$ cat src/rtl/seq_dispatch.sv
// seq_dispatch: single-issue program sequencer that walks a combinational ROM and strobes device commands.
// Optional call stack for CALL/RET is built only when SEQ_DISPATCH_STACK_EN is defined.
module seq_dispatch #(
   parameter  int ADDR_W  = 8,
   parameter  int DATA_W  = 8,
   parameter  int NDEV    = 8,
   parameter  int NIREG   = 4,
   parameter  int OREG_W  = 12,
   parameter  int STACK_D = 4,
   localparam int INST_W  = OREG_W + 8
) (
   input  logic                    clock,
   input  logic                    reset,
   input  logic [INST_W-1:0]       inst,
   input  logic                    inst_en,
   input  logic [NIREG*DATA_W-1:0] ireg,
   input  logic [NDEV-1:0]         dev_busy,
   output logic [ADDR_W-1:0]       next,
   output logic [OREG_W-1:0]       oreg,
   output logic [NDEV-1:0]         oreg_wen,
   output logic                    halted,
   output logic                    error
);

   localparam logic [3:0] OP_NOP  = 4'd0;
   localparam logic [3:0] OP_SEND = 4'd1;
   localparam logic [3:0] OP_JMP  = 4'd2;
   localparam logic [3:0] OP_JZ   = 4'd3;
   localparam logic [3:0] OP_JNZ  = 4'd4;
   localparam logic [3:0] OP_WAIT = 4'd5;
   localparam logic [3:0] OP_CALL = 4'd6;
   localparam logic [3:0] OP_RET  = 4'd7;
   localparam logic [3:0] OP_HALT = 4'd8;

   if (ADDR_W < 1 || ADDR_W > 12 || ADDR_W > OREG_W || NDEV < 1 || NDEV > 16 ||
       NIREG < 1 || NIREG > 16 || STACK_D < 1 || STACK_D > 16) begin : g_param_check
      $error("seq_dispatch: parameter out of range");
   end

   logic [3:0]        op;
   logic [3:0]        idx;
   logic [OREG_W-1:0] payload;
   logic [ADDR_W-1:0] target, pc_inc;
   logic [DATA_W-1:0] ireg_sel;
   logic              busy_sel, ireg_ok, dev_ok, ireg_zero, fault;

   logic [ADDR_W-1:0] next_q, next_d;
   logic [OREG_W-1:0] oreg_q, oreg_d;
   logic [NDEV-1:0]   wen_q, wen_d;
   logic              halted_q, halted_d, error_q, error_d;

   assign op        = inst[INST_W-1 -: 4];
   assign idx       = inst[INST_W-5 -: 4];
   assign payload   = inst[OREG_W-1:0];
   assign target    = payload[ADDR_W-1:0];
   assign pc_inc    = next_q + ADDR_W'(1);
   assign ireg_ok   = int'(idx) < NIREG;
   assign dev_ok    = int'(idx) < NDEV;
   assign ireg_zero = (ireg_sel == '0);

   always_comb begin
      ireg_sel = '0;
      for (int k = 0; k < NIREG; k++)
         if (idx == k[3:0]) ireg_sel = ireg[k*DATA_W +: DATA_W];
   end

   always_comb begin
      busy_sel = 1'b0;
      for (int k = 0; k < NDEV; k++)
         if (idx == k[3:0]) busy_sel = dev_busy[k];
   end

`ifdef SEQ_DISPATCH_STACK_EN
   localparam int SP_W = $clog2(STACK_D + 1);
   localparam int IX_W = (STACK_D > 1) ? $clog2(STACK_D) : 1;

   logic [ADDR_W-1:0] stack_q [STACK_D];
   logic [SP_W-1:0]   sp_q, sp_d, sp_dec;
   logic [IX_W-1:0]   wr_ix, rd_ix;
   logic              push, stack_full, stack_empty;

   assign stack_full  = (sp_q == SP_W'(STACK_D));
   assign stack_empty = (sp_q == '0);
   assign sp_dec      = sp_q - SP_W'(1);
   assign wr_ix       = sp_q[IX_W-1:0];
   assign rd_ix       = sp_dec[IX_W-1:0];

   // Return addresses need no reset; only the pointer defines which entries are live.
   always_ff @(posedge clock) begin
      if (push) stack_q[wr_ix] <= pc_inc;
   end

   always_ff @(posedge clock or negedge reset) begin
      if (!reset) sp_q <= '0;
      else        sp_q <= sp_d;
   end
`endif

   always_comb begin
      next_d   = next_q;
      oreg_d   = oreg_q;
      wen_d    = '0;
      halted_d = halted_q;
      error_d  = error_q;
      fault    = 1'b0;
`ifdef SEQ_DISPATCH_STACK_EN
      sp_d     = sp_q;
      push     = 1'b0;
`endif
      if (inst_en && !halted_q) begin
         case (op)
            OP_NOP:  next_d = pc_inc;
            OP_SEND: begin
               if (!dev_ok) fault = 1'b1;
               else if (!busy_sel) begin
                  oreg_d = payload;
                  wen_d  = NDEV'(1) << idx;
                  next_d = pc_inc;
               end
            end
            OP_JMP:  next_d = target;
            OP_JZ:   if (!ireg_ok) fault = 1'b1; else next_d = ireg_zero ? target : pc_inc;
            OP_JNZ:  if (!ireg_ok) fault = 1'b1; else next_d = ireg_zero ? pc_inc : target;
            OP_WAIT: if (!ireg_ok) fault = 1'b1; else if (!ireg_zero) next_d = pc_inc;
`ifdef SEQ_DISPATCH_STACK_EN
            OP_CALL: begin
               if (stack_full) fault = 1'b1;
               else begin
                  push   = 1'b1;
                  sp_d   = sp_q + SP_W'(1);
                  next_d = target;
               end
            end
            OP_RET: begin
               if (stack_empty) fault = 1'b1;
               else begin
                  sp_d   = sp_dec;
                  next_d = stack_q[rd_ix];
               end
            end
`endif
            OP_HALT: halted_d = 1'b1;
            default: fault = 1'b1;
         endcase
         if (fault) begin
            halted_d = 1'b1;
            error_d  = 1'b1;
         end
      end
   end

   always_ff @(posedge clock or negedge reset) begin
      if (!reset) begin
         next_q   <= '0;
         oreg_q   <= '0;
         wen_q    <= '0;
         halted_q <= 1'b0;
         error_q  <= 1'b0;
      end else begin
         next_q   <= next_d;
         oreg_q   <= oreg_d;
         wen_q    <= wen_d;
         halted_q <= halted_d;
         error_q  <= error_d;
      end
   end

   assign next     = next_q;
   assign oreg     = oreg_q;
   assign oreg_wen = wen_q;
   assign halted   = halted_q;
   assign error    = error_q;

endmodule

$ cat config.mk
export PLATFORM = sky130hd
export DESIGN_NAME = seq_dispatch
export DESIGN_NICKNAME = d
export VERILOG_FILES = /design/src/rtl/seq_dispatch.sv
export SDC_FILE = /design/constraint.sdc
export NUM_CORES = 1
export LEC_CHECK = 0
export BUFFER_PORTS_ARGS = -buffer_cell sky130_fd_sc_hd__clkbuf_2
export CORE_AREA = 3 3 70 72
export DETAILED_ROUTE_END_ITERATION = 10
export DIE_AREA = 0 0 73 75
export PLACE_DENSITY_LB_ADDON = 0.12
export SLEW_MARGIN = 20
export SYNTH_ARGS = -nofsm -noshare
export SYNTH_HDL_FRONTEND = slang
export SYNTH_SLANG_ARGS = --single-unit
$ cat constraint.sdc
create_clock -name clock -period 1.6 [get_ports clock]
set_input_delay 0.32 -clock clock [delete_from_list [all_inputs] [get_ports clock]]
set_output_delay 0.32 -clock clock [all_outputs]
set_load 0.01 [all_outputs]
---- After elaboration in Yosys (flattened, before gate mapping) ----
Cells that the tools add are included.
operators by class
  $add $sub $neg .......................... 1
  magnitude comparators ................... 2
  equality and inequality tests ........... 19
  shifts and indexed selects .............. 1
  muxes and demuxes ....................... 31
  bitwise logic cells ..................... 1
  reductions and logical operators ........ 13
operator list
  kind                 count
  $mux 8               16
  $pmux 8 s6           1
  $eq 4x3->1 const B   6
  $eq 4x2->1 const B   4
  $mux 1               13
  $ne 2x2->1 const B   6
  $add 8x1->8 const B  1
  $eq 4x1->1 const B   2
  $logic_not 4->1      2
  $logic_not 8->1      1
  $reduce_and 8->1     1
  $shl 1x4->8 const A  1
  $reduce_bool 6->1    1
  $reduce_or 3->1      2
  $eq 4x4->1 const B   1
  $lt 4x3->1 const B   1
  $lt 4x4->1 const B   1
  $reduce_and 2->1     2
  $reduce_and 4->1     1
  $pmux 1 s3           1
  $reduce_bool 2->1    1
  $logic_and 1x1->1    1
  $logic_not 1->1      1
  $not 1->1            1
word-level totals
  register bits ........................... 30
  bits of input ports ..................... 63
  output and inout bits ................... 30
  logic and storage cells ................. 73

---- Logic depth before layout (Yosys ltp) ----
  depth after elaboration ................. 13
  depth in mapped cells ................... 8
  mapped depth without buffers ............ 6

---- Least setup slack after synthesis ----
Ideal clock, no wire load.
  path kind ............................... input -> register
  start point ............................. input port inst[12]
  end point ............................... register next_q[6], in the netlist next[6]
  setup time .............................. 104 ps
  arrival ................................. 1,882 ps
  required time ........................... 1,496 ps
  path slack .............................. -386 ps
  stages on the path ...................... 7
  buffers on the path ..................... 1
  path through ............................ buf_6 mux4_2 mux2i_4 o2111ai_4 a2111oi_1 o211ai_1 o311ai_1
between the ends
  word-level cells in the longest chain between the ends .. 11
  elaborated cells between the ends (all ways) .. 35
  those cells by class .................... order compare: 2; eq/ne: 13; mux: 17; reduce/logical: 3
ends and longest elaborated chain
  element                     RTL line  source
  start: declaration          14        input logic [INST_W-1:0] inst,
  $logic_not 4->1             64, 70
  $mux 1 (8 in a row)         70        if (idx == k[3:0]) busy_sel = dev_busy[k];
  $ne 2x2->1 (no line)        n/a
  $reduce_and 8->1 (no line)  n/a
  end signal: assignment      160       next_q <= next_d;
  end: declaration            47        logic [ADDR_W-1:0] next_q, next_d;
Several ways; a longest one is shown, not always the timed one. The select of a mux whose other input is x is not followed.
A chain may end at the register's enable or synchronous reset.

---- Final worst setup path ----
  start point ............................. input port inst[19]
  end point ............................... register next_q[0], in the netlist next[0]
between the ends
  word-level cells in the longest chain between the ends .. 3
  elaborated cells between the ends (all ways) .. 15
  those cells by class .................... eq/ne: 11; mux: 1; reduce/logical: 3
ends and longest elaborated chain
  element                                                    RTL line  source
  $eq 4x3->1, or another cell as far along                   111       case (op)
  $reduce_bool 6->1 (no line) or $ne 2x2->1 (tied branches)  n/a
  $reduce_and 8->1 (no line)                                 n/a
Several ways; a longest one is shown, not always the timed one.

==> results.cfg <==
[run_status]
outcome = finished, violations left
violations = negative setup slack

[drt]
drtPass1Iterations = 4
vias = 1841
routed_wl_um = 5140
drt-initial-drc-count = 39
vias_per_cell = 5.19
wl_per_cell_um = 14.5
drc = 0
antenna_left = 0

[clock_tree]
htreeDepth = 2
postCtsHoldBufs = 0
numClockSinks = 30
cts-buffers-inserted = 5
cts_tree = yes
root_buffer = clkbuf_8
clk_pin_slew_ns = 0.07
clk_latency_ns = 0.28
clockBufferDepth = 2

[yosys]
syn_nets = 227
synth_cells = 163
synth.top_cell.area_share_pct = 44.4
synth_ff_type = dfrtp_1
yosys_register_bits = 30
synth_edf_count = 0
ys_async_sr_fraction_pct = 100
yosysSeqAreaShare_pct = 44.4
synthTopCellsByArea = dfrtp_1 44%, nand2_1 4.9%, o211ai_1 4.9%, mux2_1 4.7%, nor4_1 4.4%
postSynthAreaPerCell_sq_um = 10.4
syn_area_sq_mm = 0.00169
yosysWarnings = 0
yosysUniqueCellTypes = 45
synth_top_cell_by_area = dfrtp_1

[worst_setup_path]
rrSetupSlack_ns = -0.06
crit_required_ns = 1.76
crit_type = input port to register
crit_start = inst[19]
worstReg2RegEnd = next[3]$_DFFE_PN0P_
arrival_ns = 2.02
reg2reg_depth = 6
rr_startpoint = halted$_DFFE_PN0P_
crit_path_end = next[0]$_DFFE_PN0P_
crit_fanout = 7
endpoint_kind = register
cp-start-kind = input port

[power_and_ir_drop]
switchingPower_w = 0.000450
p_clk_share_pct = 36.9
p_per_area_mw_per_mm2 = 613
sequentialPowerShare_pct = 44.9
p_sw_share_pct = 26.0
vdd_drop_max_mv = 0.537
p_int_w = 0.00128
total_leakage_power_nw = 1.37
combPwrFrac_pct = 18.1

[floorplanning]
num_rows = 24
die_y_um = 75
die-area_sq_mm = 0.00548
core_area_sq_mm = 0.00435
io_pins = 93
die_x_um = 73
initial_core_util_pct = 38.8

[sta]
tightest_slew_ns = 0.402
fmax_ghz = 0.538
setup_slack_ns = -0.258
finalHoldViolCount = 0
rsz0062_at_grt = yes
slew_viol_final = 0
fin_crit_sh_pct = 116
clock_skew_ns = 0.00606
slew_headroom_pct = 73.2
fin_crit_ns = 1.86
setup-violations-final = 25

[global_route]
grt-ovfl-total = 0
grt_pass1_vias = 1870
grt_max_degree = 31
grt_antenna_before_repair = 0
grt.total_usage_pct = 20.2
grt_pass1_wl_um = 8600

[final_layout]
final_cell_area_sq_mm = 0.00283
fin_nets = 366
final_layout_size_suffix_gt1_share_pct = 59.7
diodes = 0
syn2layout_area_growth_pct = 67.2

[place]
place_congestion = 0.863
dp_slack_ns = -0.534
portBuffers = 92
dpl.hpwl_um = 3920
postPlaceCellArea_sq_mm = 0.00252

[min_path]
hp-class = input port to asynchronous set/reset pin

[flow_run]
drv_cap = 0
metal layers:
layer  track usage (%)  vias up  routed length [um]
met1              25.8      884                2180
met2              35.3       54                2640
met4              4.92        0                  23
met5                 0        -                   0
met3              4.01        4                 290
li1                  -      899                   -
synth_stat cells (2+ instances only):
cell type and instances:
dfrtp_1 30, nand2_1 22, nor4_1 12, o211ai_1 11
nor3_1 9, inv_1 8, mux2_1 7, buf_2 4
nor2b_1 4, a2111oi_1 3, and2_1 3, nand2b_1 3
nand3_1 3, o21ai_0 3, a211oi_1 2, a21o_1 2
a21oi_1 2, a21oi_2 2, and3_1 2, mux2_2 2
mux4_2 2, nor2_1 2, o311ai_2 2, or3_1 2
cells in the final DEF (no fill, tap or decap), drive strengths merged, types with 4 or more instances in the layout:
| cell type | synthesis | routed |
|---|---|---|
| clkbuf | 1 | 96 |
| buf | 5 | 48 |
| dfrtp | 30 | 30 |
| nand2 | 22 | 22 |
| nor4 | 12 | 12 |
| o211ai | 11 | 11 |
| nor3 | 9 | 9 |
| mux2 | 9 | 9 |
| inv | 8 | 8 |
| nor2b | 4 | 4 |
| a21oi | 4 | 4 |
| a2111oi | 4 | 4 |
| and2 | 4 | 4 |
flip-flops by register name, indices dropped and copies added, names as in the netlist:
signal,count
next,8
oreg_wen,8
oreg,12
halted,1
error,1
cell type report:
cell class / count / area, sq um
multi-input combinational: 119 / 1020
fill: 361 / 1530
inverter: 8 / 30.0
timing repair buffer: 138 / 862
clock buffer: 6 / 82.6
sequential: 30 / 751
tap: 52 / 65.1
clock inverter: 2 / 12.5
worst max-delay path, cell delays in order:
cell       delay (ns)
buf_6            0.09
or3b_4           0.38
or3_4            0.35
o2111ai_4        0.31
buf_4            0.18
a21oi_2          0.03
buf_4            0.16
nand4b_1         0.10
o211ai_1         0.09
worst min-delay path by stage:
| stage | startpoint | end | slack, ns | cells after the start |
|---|---|---|---|---|
| after floorplan | reset | error$_DFFE_PN0P_ | 0.02 | 0 |
| after global placement | reset | oreg_wen[5]$_DFF_PN0_ | 0.36 | 2 |
| after detailed placement | reset | oreg_wen[1]$_DFF_PN0_ | 0.36 | 2 |
| after CTS | reset | next[6]$_DFFE_PN0P_ | 0.06 | 2 |
| after global routing | reset | next[6]$_DFFE_PN0P_ | 0.08 | 2 |
| final | reset | next[5]$_DFFE_PN0P_ | 0.05 | 2 |
cell families (layout without fill, tap and decap cells):
logic type / count (synthesis) / after routing / share of synthesized area (%)
muxes: 12 / 12 / 9.99
buffers and inverters: 14 / 154 / 3.85
and+or+nand+nor: 67 / 67 / 20.7
DFF: 30 / 30 / 44.4
AOI/OAI and AO/OA: 38 / 38 / 19.8
adders and majority gates: 2 / 2 / 1.33
power by group through the flow:
stage	clock network (W)	logic [W]	registers (W)
6_report	0.000640	0.000314	0.000779
5_1_grt	0.000687	0.000347	0.000780
4_1_cts	0.000658	0.000309	0.000779
3_5_place_dp	0	0.000288	0.000793
3_3_place_gp	0	0.000284	0.000793
2_1_floorplan	0	0.000108	0.000799
repair_timing:
item	CTS	global route
setup buffers	5	2
pin swaps	9	6
setup endpoints to repair	20	28
resized for setup	18	7
stage by stage:
stage               total power (W)  TNS, ns  cells  hold WS [ns]  utilization (%)
floorplan                  0.000907    -5.95    163        0.0244                -
global placement            0.00108    -9.21    340         0.359             57.8
detailed placement          0.00108    -9.71    340         0.363             57.8
CTS                         0.00175    -2.00    353        0.0627             63.6
global route                0.00181    -4.94    355        0.0761             64.9
finish                      0.00173    -3.35    355        0.0478             64.9
(Power assumes the default switching activity.)
